`config.mk`:
```
export PLATFORM = sky130hd
export DESIGN_NAME = stopwatch_counter
export DESIGN_NICKNAME = d
export VERILOG_FILES = /design/src/rtl/stopwatch_counter.sv
export SDC_FILE = /design/constraint.sdc
export NUM_CORES = 1
export LEC_CHECK = 0
export ABC_AREA = 1
export CAP_MARGIN = 20
export CORE_MARGIN = 1.5
export CORE_UTILIZATION = 25
export CTS_CLUSTER_DIAMETER = 30
export DETAILED_ROUTE_END_ITERATION = 12
export PLACE_DENSITY = 0.44
export SLEW_MARGIN = 20
export SYNTH_ARGS = -nofsm -noshare
export SYNTH_HDL_FRONTEND = slang
export SYNTH_SLANG_ARGS = --single-unit
```
`constraint.sdc`:
```
create_clock -name i_sclk -period 2.1 [get_ports i_sclk]
set_input_delay 0.63 -clock i_sclk [delete_from_list [all_inputs] [get_ports i_sclk]]
set_output_delay 0.63 -clock i_sclk [all_outputs]
set_load 0.03 [all_outputs]
```
`src/rtl/stopwatch_counter.sv`:
```
// stopwatch_counter: BCD min:sec.cs stopwatch on a toggling 10 ms tick line; define STOPWATCH_HOURS_EN to add an hours field
module stopwatch_counter #(
  parameter int CS_MAX = 99,
  parameter int SEC_MAX = 59,
  parameter int MIN_MAX = 59
) (
  input  logic       i_sclk,
  input  logic       i_reset_n,
  input  logic       i_base_tick,
  input  logic       i_start_stop,
  input  logic       i_clear,
  input  logic       i_lap,
  output logic       o_timerenb,
  output logic       o_running,
  output logic       o_lap_active,
  output logic [7:0] o_cs,
  output logic [7:0] o_sec,
  output logic [7:0] o_min,
`ifdef STOPWATCH_HOURS_EN
  output logic [7:0] o_hr,
`endif
  output logic       o_rollover
);
`ifdef STOPWATCH_HOURS_EN
  localparam int TW = 32;
`else
  localparam int TW = 24;
`endif
  localparam logic [7:0] CS_LIM = 8'(((CS_MAX / 10) << 4) | (CS_MAX % 10));
  localparam logic [7:0] SEC_LIM = 8'(((SEC_MAX / 10) << 4) | (SEC_MAX % 10));
  localparam logic [7:0] MIN_LIM = 8'(((MIN_MAX / 10) << 4) | (MIN_MAX % 10));
  typedef enum logic [1:0] {IDLE, RUN, PAUSE, LAP} state_t;
  state_t state_q, state_d;
  logic tick_q, tick_evt, counting, count_en, wrap, roll_d;
  logic [8:0] c, s, m;
`ifdef STOPWATCH_HOURS_EN
  logic [8:0] h;
`endif
  logic [TW-1:0] live_q, latch_q, disp_q, inc, live_d, latch_d, disp_d;
  function automatic logic [8:0] bcd_inc(input logic [7:0] v, input logic [7:0] lim);
    return (v == lim) ? 9'h100 :
           (v[3:0] == 4'd9) ? {1'b0, v[7:4] + 4'd1, 4'd0} : {1'b0, v[7:4], v[3:0] + 4'd1};
  endfunction
  always_comb begin
    counting = state_q == RUN || state_q == LAP;
    tick_evt = i_base_tick ^ tick_q;
    count_en = tick_evt && counting && !i_clear;
    c = bcd_inc(live_q[7:0], CS_LIM);
    s = bcd_inc(live_q[15:8], SEC_LIM);
    m = bcd_inc(live_q[23:16], MIN_LIM);
    inc = live_q;
    inc[7:0] = c[7:0];
    inc[15:8] = c[8] ? s[7:0] : live_q[15:8];
    inc[23:16] = (c[8] && s[8]) ? m[7:0] : live_q[23:16];
    wrap = c[8] && s[8] && m[8];
`ifdef STOPWATCH_HOURS_EN
    h = bcd_inc(live_q[31:24], 8'h99);
    inc[31:24] = wrap ? h[7:0] : live_q[31:24];
    wrap = wrap && h[8];
`endif
    state_d = i_clear ? IDLE :
              i_start_stop ? (counting ? PAUSE : RUN) :
              (i_lap && state_q == RUN) ? LAP :
              (i_lap && state_q == LAP) ? RUN : state_q;
    latch_d = i_clear ? '0 : (!i_start_stop && i_lap && state_q == RUN) ? live_q : latch_q;
    live_d = i_clear ? '0 : count_en ? inc : live_q;
    roll_d = count_en && wrap;
    disp_d = (state_d == LAP) ? latch_d : live_d;
  end
  always_ff @(posedge i_sclk) begin
    tick_q <= i_base_tick;
    if (!i_reset_n) begin
      state_q <= IDLE;
      live_q <= '0;
      latch_q <= '0;
      disp_q <= '0;
      o_rollover <= 1'b0;
    end else begin
      state_q <= state_d;
      live_q <= live_d;
      latch_q <= latch_d;
      disp_q <= disp_d;
      o_rollover <= roll_d;
    end
  end
  assign o_running = state_q == RUN || state_q == LAP;
  assign o_lap_active = state_q == LAP;
  assign o_timerenb = o_running;
  assign o_cs = disp_q[7:0];
  assign o_sec = disp_q[15:8];
  assign o_min = disp_q[23:16];
`ifdef STOPWATCH_HOURS_EN
  assign o_hr = disp_q[31:24];
`endif
endmodule

```
==> run_results.csv <==
group,metric,value,unit
power_and_ir_drop,power.internal,0.002671,W
place,portBuffers,33,
timing,slew_violations,0,
timing,finClkSkew,0.006209,ns
hold_path,hold_path.class,"flop to flop",
route,drt-met1-wl,4.796,mm
yosys,syn_inst,481,
critical_path,crit_path_end_kind,"primary output",
grt,grt_max_degree,51,
yosys,yosysTopAreaCell,"dfxtp_1",
critical_path,criticalPathCategory,"flop to primary output",
timing,min_period,2.018,ns
timing,final.setup.worst_slack,0.08215,ns
yosys,netlist_area,3583,um^2
yosys,ys_top_cells_by_area,"dfxtp_1, nand2_1, nor2_1, nand3_1, ha_1",
cts,cts_buffer_depth,2,
route,drc,0,
route,detail-route-antenna-nets,0,
cts,post_cts_resized,3,
timing,fmax,0.4956,GHz
timing,relSlewSlack,79.06,%
power_and_ir_drop,comb_power_share,5.8,%
place,dpl_worst_slack,-0.1744,ns
cts,ctsRootBufferMaster,"clkbuf_16",
cts,cts.clk_slew.worst_paths,0.06,ns
cts,postCtsSetupRepairBufs,0,
route,wl_per_cell,12.87,um
die,core_area,13930,um^2
power_and_ir_drop,p_per_area,700.6,nW/um^2
cts,cts-htree-levels,3,
critical_path,crit_slowest_cell,"clkdlybuf4s50_1",
timing,setup_tns,0,ns
finish,final_common_cell,"dfxtp_1",
critical_path,worst-path-buf-inv,1,
cts,clk_latency,0.34,ns
finish,n_antenna_cell,0,
power_and_ir_drop,clkPwrFrac,51.3,%
power_and_ir_drop,cellLeakagePower,2.095,nW
route,num_vias,3340,
cts,numCtsBuffers,9,
route,dr_wl_met2,4.331,mm
route,routed_wirelength,9.586,mm
cts,cts_sinks,76,
finish,drive_above_1_share,19.29,%
die,die_w,122.7,um
yosys,yosys.area.top_type_share,42.46,%
critical_path,setup.worst_path.start_class,"flop",
grt,grt_usage,14.14,%
die,fp-row-count,43,
yosys,syn-num-nets,499,
grt,overflow,0,
timing,setup_viol,0,
die,die_h,122.7,um
critical_path,crit_arrival,1.39,ns
timing,post-route-period-util,96.09,%
critical_path,cp_top_family,"buffers and inverters",
route,post_drt_via_cell_ratio,4.483,
critical_path,cp_max_fo,1,
die,die_area,15060,um^2
status,status,"finished clean",
job,max-cap-violations,0,
grt,grt_pass1_vias,3255,
finish,areaGrowthSynthToFinish,35.72,%
cts,cts_hold_buf,0,
place,gp_congestion,0.8387,
route,firstDrtPassIters,4,
timing,hold_viol,0,
yosys,yosysSeqAreaShare,42.46,%
yosys,ys_ff_latch,76,
place,dp_hpwl,6.695,mm
yosys,synth_cell_types,32,
power_and_ir_drop,p_sw_share,21.60,%
timing,worstMarginPinSlew,0.3131,ns
die,initial_core_util,25.72,%
route,highest_layer,"met4",
yosys,ys_warn_count,0,
finish,final_cell_mix,"dfxtp_1, nand2_1, nor2_1",
route,first_iter_violations,150,
grt,grt_pass1_wl,16.26,mm
yosys,synth_area_per_cell,7.450,um^2
critical_path,max_stage_delay,0.68,ns
power_and_ir_drop,p_sw,0.0007360,W
cts,tritoncts,"yes",
timing,rsz0062_at_grt,"false",
die,io_pins,34,
critical_path,crit_required,1.47,ns
critical_path,crit_chain,"clkdlybuf4s50_1",
route,wl_met3,340,um
power_and_ir_drop,vdd_drop_max,0.0004300,V
power_and_ir_drop,pwr-share-seq,42.9,%
finish,layout.nets,578,
grt,grt_antenna_before_repair,0,
[metal layers]
metal	track usage (%)	up-vias
li1	-	1749
met1	18.57	1535
met2	22.40	46
met3	4.136	10
met4	4.142	0
met5	0	-
[kinds of logic after synthesis]
family | count (synthesis) | synth area share [%]
and+or+nand+nor | 262 | 35.47
DFF | 76 | 42.46
buffers and inverters | 72 | 8.903
AOI/OAI and AO/OA | 57 | 8.485
adders and majority gates | 12 | 4.190
xor gates and xnor gates | 2 | 0.4889
[final cells by class]
type / instances / area (um^2)
clock buffers: 13 / 270.3
clock inverters: 3 / 67.56
fillers: 1451 / 9071
inverters: 45 / 168.9
multi-input cells: 333 / 1743
flip-flops and latches: 76 / 1521
well taps: 180 / 225.2
repair buffers: 95 / 867.1
[Yosys cell counts (all sizes together)]
cell type  number
o211ai          6
buf            11
nand3b          3
clkbuf         16
nand2          76
nand3          49
nand4           8
xnor2           1
xor2            1
dfxtp          76
clkinv          1
ha             12
nor3           21
a21oi          26
inv            44
or2             2
nor4           18
nor2           85
o21ai          25
[path summary, 6_finish.rpt]
check              startpoint           to  slack, ns  cells past startpoint
setup / recovery    disp_q[8]     o_sec[0]       0.08                      1
hold / removal    latch_q[17]  latch_q[17]       0.52                      2
setup reg to reg    live_q[4]   disp_q[23]       0.29                     10
hold reg to reg   latch_q[17]  latch_q[17]       0.52                      2
[stage by stage]
stage | cell area (um^2) | power, W | utilization, % | hold WS (ns) | cells
after CTS | 4863 | 0.003460 | 34.90 | 0.5249 | 745
after global routing | 4863 | 0.003547 | 34.90 | 0.5495 | 745
final | 4863 | 0.003407 | 34.90 | 0.5218 | 745
after global placement | 4529 | 0.001693 | 32.50 | 0.5065 | 729
after floorplan | 3583 | 0.001601 | - | 0.4906 | 481
after detailed placement | 4529 | 0.001694 | 32.50 | 0.5094 | 729
[sequential cells by signal (all words and copies together), names as in the netlist]
name        flops
disp_q         24
live_q         24
latch_q        24
tick_q          1
state_q         2
o_rollover      1
[power groups by stage]
stage | combinational (W) | sequential [W] | clock [W]
after floorplan | 0.000102 | 0.00150 | 0
after CTS | 0.000201 | 0.00146 | 0.00180
after global placement | 0.000200 | 0.00149 | 0
final | 0.000199 | 0.00146 | 0.00175
after global routing | 0.000218 | 0.00146 | 0.00187
after detailed placement | 0.000201 | 0.00149 | 0
No activity file was read; power rests on OpenSTA's default activity.
